[config.mk]
export PLATFORM = sky130hd
export DESIGN_NAME = ctrl_fsm_ws
export DESIGN_NICKNAME = d
export VERILOG_FILES = /design/src/rtl/ctrl_pkg.sv /design/src/rtl/ctrl_wait_cnt.sv /design/src/rtl/ctrl_fsm_ws.sv
export SDC_FILE = /design/constraint.sdc
export NUM_CORES = 1
export LEC_CHECK = 0
export BUFFER_PORTS_ARGS = -buffer_cell sky130_fd_sc_hd__buf_2
export CORE_ASPECT_RATIO = 0.75
export CORE_MARGIN = 2
export CORE_UTILIZATION = 53
export DETAILED_ROUTE_END_ITERATION = 7
export GPL_TIMING_DRIVEN = 0
export PLACE_DENSITY_LB_ADDON = 0.12
export SLEW_MARGIN = 10
export SYNTH_ARGS = -nofsm -noshare
export SYNTH_HDL_FRONTEND = slang
export SYNTH_HIERARCHICAL = 1
export SYNTH_SLANG_ARGS = --single-unit
[constraint.sdc]
create_clock -name clk -period 3.4 [get_ports clk]
set_clock_uncertainty 0.1 [all_clocks]
set_input_delay 0.34 -clock clk [delete_from_list [all_inputs] [get_ports clk]]
set_output_delay 0.34 -clock clk [all_outputs]
set_load 0.05 [all_outputs]
[src/rtl/ctrl_pkg.sv]
// Shared definitions for the wait-state control FSM: opcode map, state
// enumeration and the fetch-bus encodings.
package ctrl_pkg;

   localparam logic [3:0] OP_NOP = 4'h0;
   localparam logic [3:0] OP_LDO = 4'h1;
   localparam logic [3:0] OP_LDA = 4'h2;
   localparam logic [3:0] OP_LDR = 4'h3;
   localparam logic [3:0] OP_PRE = 4'h4;
   localparam logic [3:0] OP_STO = 4'h5;
   localparam logic [3:0] OP_ADD = 4'h6;
   localparam logic [3:0] OP_SHL = 4'h7;
   localparam logic [3:0] OP_SHR = 4'h8;
   localparam logic [3:0] OP_SUB = 4'h9;
   localparam logic [3:0] OP_INV = 4'hA;
   localparam logic [3:0] OP_AND = 4'hB;
   localparam logic [3:0] OP_OR  = 4'hC;
   localparam logic [3:0] OP_XOR = 4'hD;
   localparam logic [3:0] OP_JMP = 4'hE;
   localparam logic [3:0] OP_HLT = 4'hF;

   localparam logic [1:0] FETCH_NONE = 2'b00;
   localparam logic [1:0] FETCH_IR   = 2'b01;
   localparam logic [1:0] FETCH_OPND = 2'b10;

   typedef enum logic [3:0] {
      IDLE    = 4'd0,
      FETCH   = 4'd1,
      DECODE  = 4'd2,
      HALT    = 4'd3,
      LFETCH  = 4'd4,
      LDMEM   = 4'd5,
      STREAD  = 4'd6,
      STWRITE = 4'd7,
      SHORT   = 4'd8,
      LDR     = 4'd9,
      JUMP    = 4'd10
   } state_t;

endpackage

[src/rtl/ctrl_wait_cnt.sv]
// Wait-state down-counter: loads a hold count on state entry and
// counts down to zero, at which point the owning state may advance.
module ctrl_wait_cnt #(
   parameter int WAIT_W = 4
) (
   input  logic              clk,
   input  logic              rst,
   input  logic              load,
   input  logic              dec,
   input  logic [WAIT_W-1:0] load_val,
   output logic              zero
);

   logic [WAIT_W-1:0] cnt_q, cnt_d;

   // next count: load wins over decrement; saturate at zero
   always_comb begin
      cnt_d = cnt_q;
      if (load) begin
         cnt_d = load_val;
      end else if (dec && (cnt_q != {WAIT_W{1'b0}})) begin
         cnt_d = cnt_q - WAIT_W'(1);
      end else begin
         cnt_d = cnt_q;
      end
   end

   // count register
   always_ff @(posedge clk) begin
      if (rst) begin
         cnt_q <= {WAIT_W{1'b0}};
      end else begin
         cnt_q <= cnt_d;
      end
   end

   assign zero = (cnt_q == {WAIT_W{1'b0}});

endmodule

[src/rtl/ctrl_fsm_ws.sv]
// Multi-cycle RISC control FSM with per-memory wait states, latched
// opcode, illegal-opcode trap and resumable halt.
module ctrl_fsm_ws
   import ctrl_pkg::*;
#(
   parameter int OP_W     = 4,
   parameter int ROM_WAIT = 0,
   parameter int RAM_WAIT = 0,
   parameter int WAIT_W   = 4
) (
   input  logic            clk,
   input  logic            rst,
   input  logic [OP_W-1:0] ins,
   input  logic            resume,
   output logic            write_r,
   output logic            read_r,
   output logic            pc_en,
   output logic            pc_chg_en,
   output logic [1:0]      fetch,
   output logic            ac_ena,
   output logic            rom_ena,
   output logic            rom_read,
   output logic            ram_ena,
   output logic            ram_read,
   output logic            ram_write,
   output logic            ad_sel,
   output logic            halted,
   output logic            illegal
);

   localparam logic [WAIT_W-1:0] ROM_LD = WAIT_W'(ROM_WAIT);
   localparam logic [WAIT_W-1:0] RAM_LD = WAIT_W'(RAM_WAIT);

   state_t            state_q, state_d;
   logic [OP_W-1:0]   op_q, op_d;
   logic              cnt_zero;
   logic              cnt_load;
   logic [WAIT_W-1:0] cnt_val;
   logic              ins_ext;
   logic              op_legal;

   assign ins_ext  = |(ins >> 4);
   assign op_legal = ~|(op_q >> 4);

   // state and latched opcode
   always_ff @(posedge clk) begin
      if (rst) begin
         state_q <= IDLE;
         op_q    <= {OP_W{1'b0}};
      end else begin
         state_q <= state_d;
         op_q    <= op_d;
      end
   end

   // next state, opcode capture and illegal-opcode trap
   always_comb begin
      state_d = state_q;
      op_d    = op_q;
      illegal = 1'b0;
      case (state_q)
         IDLE:   state_d = FETCH;
         FETCH:  state_d = cnt_zero ? DECODE : FETCH;
         DECODE: begin
            op_d = ins;
            if (ins_ext) begin
               state_d = FETCH;
               illegal = 1'b1;
            end else begin
               case (ins[3:0])
                  OP_NOP:                         state_d = FETCH;
                  OP_HLT:                         state_d = HALT;
                  OP_LDR:                         state_d = LDR;
                  OP_LDO, OP_LDA, OP_STO, OP_JMP: state_d = LFETCH;
                  default:                        state_d = SHORT;
               endcase
            end
         end
         LFETCH: begin
            if (cnt_zero && op_legal) begin
               case (op_q[3:0])
                  OP_JMP:         state_d = JUMP;
                  OP_LDO, OP_LDA: state_d = LDMEM;
                  OP_STO:         state_d = STREAD;
                  default:        state_d = FETCH;
               endcase
            end else if (cnt_zero) begin
               state_d = FETCH;
            end else begin
               state_d = LFETCH;
            end
         end
         STREAD:                 state_d = STWRITE;
         LDMEM, STWRITE:         state_d = cnt_zero ? FETCH : state_q;
         SHORT, LDR, JUMP:       state_d = FETCH;
         HALT:                   state_d = resume ? FETCH : HALT;
         default:                state_d = IDLE;
      endcase
   end

   // wait count loaded on every state change, chosen by the memory the new state touches
   always_comb begin
      cnt_load = (state_d != state_q);
      case (state_d)
         FETCH, LFETCH: cnt_val = ROM_LD;
         LDMEM:         cnt_val = (op_q[3:0] == OP_LDA) ? RAM_LD : ROM_LD;
         STWRITE:       cnt_val = RAM_LD;
         default:       cnt_val = {WAIT_W{1'b0}};
      endcase
   end

   ctrl_wait_cnt #(
      .WAIT_W   (WAIT_W)
   ) u_wait (
      .clk      (clk),
      .rst      (rst),
      .load     (cnt_load),
      .dec      (1'b1),
      .load_val (cnt_val),
      .zero     (cnt_zero)
   );

   // Moore strobe decode; single-cycle strobes only fire on the last wait cycle
   always_comb begin
      write_r   = 1'b0;
      read_r    = 1'b0;
      pc_en     = 1'b0;
      pc_chg_en = 1'b0;
      fetch     = FETCH_NONE;
      ac_ena    = 1'b0;
      rom_ena   = 1'b0;
      rom_read  = 1'b0;
      ram_ena   = 1'b0;
      ram_read  = 1'b0;
      ram_write = 1'b0;
      ad_sel    = 1'b0;
      halted    = 1'b0;
      case (state_q)
         FETCH: begin
            rom_ena  = 1'b1;
            rom_read = 1'b1;
            fetch    = FETCH_IR;
         end
         DECODE: pc_en = 1'b1;
         LFETCH: begin
            rom_ena  = 1'b1;
            rom_read = 1'b1;
            fetch    = FETCH_OPND;
         end
         LDMEM: begin
            ad_sel  = 1'b1;
            write_r = cnt_zero;
            pc_en   = cnt_zero;
            if (op_q[3:0] == OP_LDA) begin
               ram_ena  = 1'b1;
               ram_read = 1'b1;
            end else begin
               rom_ena  = 1'b1;
               rom_read = 1'b1;
            end
         end
         STREAD: begin
            read_r = 1'b1;
            pc_en  = 1'b1;
         end
         STWRITE: begin
            read_r    = 1'b1;
            ad_sel    = 1'b1;
            ram_ena   = 1'b1;
            ram_write = 1'b1;
         end
         SHORT: begin
            read_r = 1'b1;
            ac_ena = 1'b1;
         end
         LDR: begin
            write_r = 1'b1;
            ac_ena  = 1'b1;
         end
         JUMP: begin
            pc_en     = 1'b1;
            pc_chg_en = 1'b1;
         end
         HALT:    halted = 1'b1;
         default: halted = 1'b0;
      endcase
   end

endmodule

* Yosys cells after proc, flatten, opt, wreduce, memory -nomap -nowiden
Cells that the tools add are included.
** Word-level totals
- Register bits :: 12
- Input bits :: 7
- Output and inout bits :: 15
- Logic and storage cells :: 59
** Operators by class
- $add $sub $neg :: 1
- Equality and inequality tests :: 21
- Mux-type cells :: 21
- Reductions and logical operators :: 13
** Operators by type and width (count)
- 4-bit case mux with 7 select lines :: 1
- 4-bit by 3-bit equality test with 1-bit output, second input constant :: 6
- 4-bit equality test, second input constant :: 6
- 4-bit by 2-bit equality test with 1-bit output, second input constant :: 5
- 4-bit case mux with 4 select lines :: 1
- 4-bit by 1-bit equality test with 1-bit output, second input constant :: 3
- 4-bit zero test :: 3
- 4-bit case mux with 3 select lines :: 1
- 2-bit OR reduction :: 5
- 1-bit 2-to-1 mux :: 9
- 4-bit 2-to-1 mux :: 2
- 1-bit case mux with 2 select lines :: 4
- 4-bit OR reduction :: 2
- 3-bit OR reduction :: 2
- 2-bit 2-to-1 mux :: 2
- 4-bit inequality test :: 1
- 2-bit case mux with 2 select lines :: 1
- 4-bit nonzero test :: 1
- 4-bit by 1-bit subtractor with 4-bit output, second input constant :: 1

* Depth between registers and ports, before layout
- Depth after elaboration :: 7
- Gate-level depth with buffers :: 13
- Gate-level depth less buffers :: 13

* Hierarchy
Netlist, hierarchy kept.
** By module, submodules not included
- ctrl_fsm_ws :: instances 1, cells each 105, area an instance 745.7 sq um, seq. area each 160.2 sq um
- ctrl_wait_cnt :: instances 1, cells each 29, area an instance 262.8 sq um, seq. area each 80.1 sq um

* Worst setup path after synthesis
Ideal clock, no wire load.
- Kind :: reg-to-reg
- Start :: register u_wait.cnt_q[1]
- End :: register u_wait.cnt_q[1]
- Library setup time :: 122 ps
- Arrival time :: 2371 ps
- Required time :: 3178 ps
- Path slack :: 807 ps
- Stages on the path, launching flop included :: 13
- Buffers on the path :: 0
- Clock period less this slack :: 2593 ps
- Cells stage by stage :: dfxtp_1 -> inv_1 -> ha_1 -> or3b_4 -> inv_1 -> nand3b_1 -> nand2b_1 -> a21oi_1 -> a311oi_2 -> xor2_1 -> nand3_1 -> nor3_1 -> a311o_1
** Between the ends
- Cells in the longest elaborated chain, start to end :: 5
- Elaborated cells between the ends (all ways) :: 9
- Classes of those cells :: add/sub: 1; eq/ne: 1; mux: 4; reduce/logical: 3
** RTL lines
- start, declared :: line ctrl_wait_cnt.sv:14 : logic [WAIT_W-1:0] cnt_q, cnt_d;
- start signal, assigned :: line ctrl_wait_cnt.sv:31 : cnt_q <= {WAIT_W{1'b0}};
- start signal, assigned :: line ctrl_wait_cnt.sv:33 : cnt_q <= cnt_d;
- 4-bit zero test * :: line ctrl_wait_cnt.sv:37 : assign zero = (cnt_q == {WAIT_W{1'b0}});
- via cnt_zero :: line ctrl_fsm_ws.sv:36 : logic cnt_zero;
- 4-bit 2-to-1 mux, or another cell as far along :: line ctrl_fsm_ws.sv:94 : LDMEM, STWRITE: state_d = cnt_zero ? FETCH : state_q;
- 4-bit case mux with 7 select lines * :: line ctrl_fsm_ws.sv:61 : case (state_q)
- 4-bit inequality test * :: line ctrl_fsm_ws.sv:103 : cnt_load = (state_d != state_q);
- via cnt_load :: line ctrl_fsm_ws.sv:37 : logic cnt_load;
- 2-bit OR reduction (no source line) *
Mark *: on every way through the listed nets, which the timed path passes. The rest lies on a longest branch.
A chain may end at the register's enable or synchronous reset.

* Worst setup path after layout
- Start :: register u_wait.cnt_q[1]
- End :: register u_wait.cnt_q[2]
Same word-level chain as after synthesis.

==> impl_results.md <==
* Mean Syn Cell Area at between 7 and 8 um^2
* Reg2reg start: u_wait/cnt_q[1]$_SDFFE_PP0P_
* Peak VDD IR at between 0.3 and 0.4 mV
* CP Capture Type: flip-flop
* Final setup TNS at 0 ns
* Die height at approximately 42 um
* Gr usage total at 21.3%
* Setup bufs post-CTS at 0
* FF-to-FF End: u_wait/cnt_q[2]$_SDFFE_PP0P_
* Hold_buf cts at 0
* CTS resizes at 0
* Longest Clk Path Bufs at 2
* WL final at 2190 um
* DRC viols at 0
* Ratio of final minimum period to clock period at ~88%
* Leak pwr at about 0.00053 uW
* First-pass GRT wire length at roughly 3700 um
* Total power at just under 800 uW
* Setup crit start kind: flip-flop
* Post-synthesis cell count at ~130
* Most used cell, CP: inv_1
* Critical path cell sequence: inv_1 -> ha_1 -> or3b_4 -> inv_1 -> nand3b_1 -> a311oi_2 -> nand3_2 -> xnor2_1 -> nand3_1 -> inv_1 -> nor2_1 -> a311oi_1
* Crit path max-delay cell type: or3b_4
* WP data required at 3.48 ns
* DRT met1 WL at ~1200 um
* Top layer in use: met4
* Full die area at 0.00227 mm^2
* Synth cell types at 44
* Combinational Power Share at between 50% and 60%
* Signal arrival time at the worst endpoint at around 3 ns
* Nets at between 150 and 200
* Grt ovf at 0
* CTS tree: yes
* Min Clock Period, post-route at about 3.0 ns
* Initial antenna violation count at 0
* Clock latency on the worst-skew pair at 0.27 ns
* EDFF count, synth at 0
* I/O Pins at 22
* GPL Wtd Cong at between 0.7 and 0.8
* CP peak stage delay at about 0.45 ns
* Net Sw Power at roughly 380 uW
* Mapped cell area at 0.00101 mm^2
* Pwr/cell area at 653 mW/mm^2
* Number of max-cap violations at 0
* HPWL after DPL at approximately 1700 um
* Wire length per cell at between 10 and 15 um
* Met3 wire length at 101 um
* Clock Sinks at 12
* Hold Path Depth at 2
* Initial core utilization at about 57%
* Clock Power Share at between 10% and 20%
* Warnings from Yosys at 6
* Met2 routed WL at 889 um
* Pins Over Slew Limit at 0
* Largest net degree at the start of global routing at 11
* Port bufs at 20
* Flop pwr share at approximately a quarter
* Post-synthesis sequential area ratio at 23.8%
* Mean number of vias per cell at 5.27
* Run status: finished, final reports clean
* Synth Flop Type: dfxtp_1
* Yosys reg bits at 12
* TritonRoute pass-1 iters at 4
* ANT nets after route at 0
* Core footprint at between 0.0015 and 0.002 mm^2
* Vias in the first global route at about 850
* TritonCTS buffer count at 3
* Worst hold path class: in2reg
* Final Hold Fails at 0
* HP Start: rst
* Clock transition at the registers of the reported paths at 0.08 ns
* Crit path max-delay family: simple AND/OR/NAND/NOR gates
* Final Setup Violations at 0
* Reg2reg path depth at 12
* Internal cell power at a little over 400 uW
* Setup CP Type: reg2reg
* FP Rows at 13
* F_max at 336 MHz
* WHS Endpoint: u_wait/cnt_q[3]$_SDFFE_PP0P_
* Drt initial violations at 30
* Fraction of registers with async set/reset at 0%
* RSZ-0062 raised after global routing: no
* Area delta synth->final at 20.0%
* Reg2reg setup slack at ~0.42 ns
* H-tree Lvls at 1
* Via count at approximately 1000
* Fill cell count at 166
* Chip width at 54.4 um
* Final core utilization at 68.9%
* Share of cells above drive strength 1 at ~23%
* Crit Path Max Fanout at 6
* Number of inserted diodes at 0
* Buf+Inv Stages, Crit Path at 3
* Clock tree root driver cell: clkbuf_4
* Switching Share at between 40% and 50%
## logic make-up (layout without fill, tap and decap cells)
family	after synthesis	after routing	synth area share (%)
AOI/OAI and AO/OA	29	29	22.8
xor gates and xnor gates	3	3	2.61
adders and majority gates	1	1	1.24
buffers and inverters	16	40	8.44
DFF	12	12	23.8
muxes	6	6	5.96
other	2	12	0.745
and+or+nand+nor	65	65	34.4
## power by group through the flow
stage	Combinational, uW	Sequential (uW)	Clock, uW
2_1_floorplan	386	200	0
3_3_place_gp	458	205	0
3_5_place_dp	470	206	0
4_1_cts	471	203	114
5_1_grt	523	210	121
6_report	472	204	114
## per-stage QoR
stage | area (um^2) | hold WS [ns] | setup slack, ns | instances
floorplan | 1050 | 0.312 | 0.807 | 144
global placement | 1170 | 0.396 | 0.485 | 186
detailed placement | 1170 | 0.402 | 0.443 | 186
CTS | 1210 | 0.258 | 0.408 | 190
global route | 1210 | 0.274 | 0.173 | 190
finish | 1210 | 0.262 | 0.421 | 190
## routing by layer
| layer | up-vias | global-route usage [%] |
|---|---|---|
| met3 | 4 | 2.16 |
| met1 | 439 | 32.5 |
| met5 | - | 0 |
| met4 | 0 | 6.00 |
| li1 | 532 | - |
| met2 | 26 | 31.3 |
## Yosys cell counts (all sizes together) (4+ instances only)
master / instances / area [um^2]
nand2: 12 / 45.0
nand3: 7 / 40.0
dfxtp: 12 / 240
nand2b: 7 / 43.8
buf: 7 / 51.3
o21ai: 4 / 20.0
a21oi: 9 / 45.0
mux2i: 6 / 60.1
inv: 8 / 30.0
nor3: 8 / 51.3
nor2: 19 / 71.3
a311oi: 4 / 47.6
## final cells by class
type                    count  area (um^2)  share of cell area, %
multi-input cells         116          721                   59.6
clock buffers               4         36.3                   3.00
plain buffers               8         55.1                   4.55
repair buffers             20          100                   8.27
inverters                   8         30.0                   2.48
flip-flops and latches     12          240                   19.9
well taps                  22         27.5                   2.28
## cell usage in the layout (no fill, tap or decap), types with 3 or more instances in the layout
cell	n
o21ai_0	3
mux2i_1	6
nand3_1	6
conb_1	12
nand2b_1	7
nand2_1	12
dfxtp_1	12
inv_1	8
clkbuf_4	3
nor2_1	19
a21oi_1	9
buf_2	22
nor3_1	7
## sequential cells by signal, indices dropped and copies added (netlist names)
register,flops
op_q,4
state_q,4
u_wait/cnt_q,4
## how the worst max path moves through the flow
stage,endpoint,slack (ns),cells past startpoint,start
floorplan,u_wait/cnt_q[1]$_SDFFE_PP0P_,0.81,12,u_wait/cnt_q[1]$_SDFFE_PP0P_
global placement,u_wait/cnt_q[2]$_SDFFE_PP0P_,0.49,12,u_wait/cnt_q[1]$_SDFFE_PP0P_
detailed placement,u_wait/cnt_q[2]$_SDFFE_PP0P_,0.44,12,u_wait/cnt_q[1]$_SDFFE_PP0P_
CTS,u_wait/cnt_q[2]$_SDFFE_PP0P_,0.41,12,u_wait/cnt_q[1]$_SDFFE_PP0P_
global route,u_wait/cnt_q[2]$_SDFFE_PP0P_,0.17,12,u_wait/cnt_q[1]$_SDFFE_PP0P_
finish,u_wait/cnt_q[2]$_SDFFE_PP0P_,0.42,12,u_wait/cnt_q[1]$_SDFFE_PP0P_
Power figures use the tool's default switching activity.
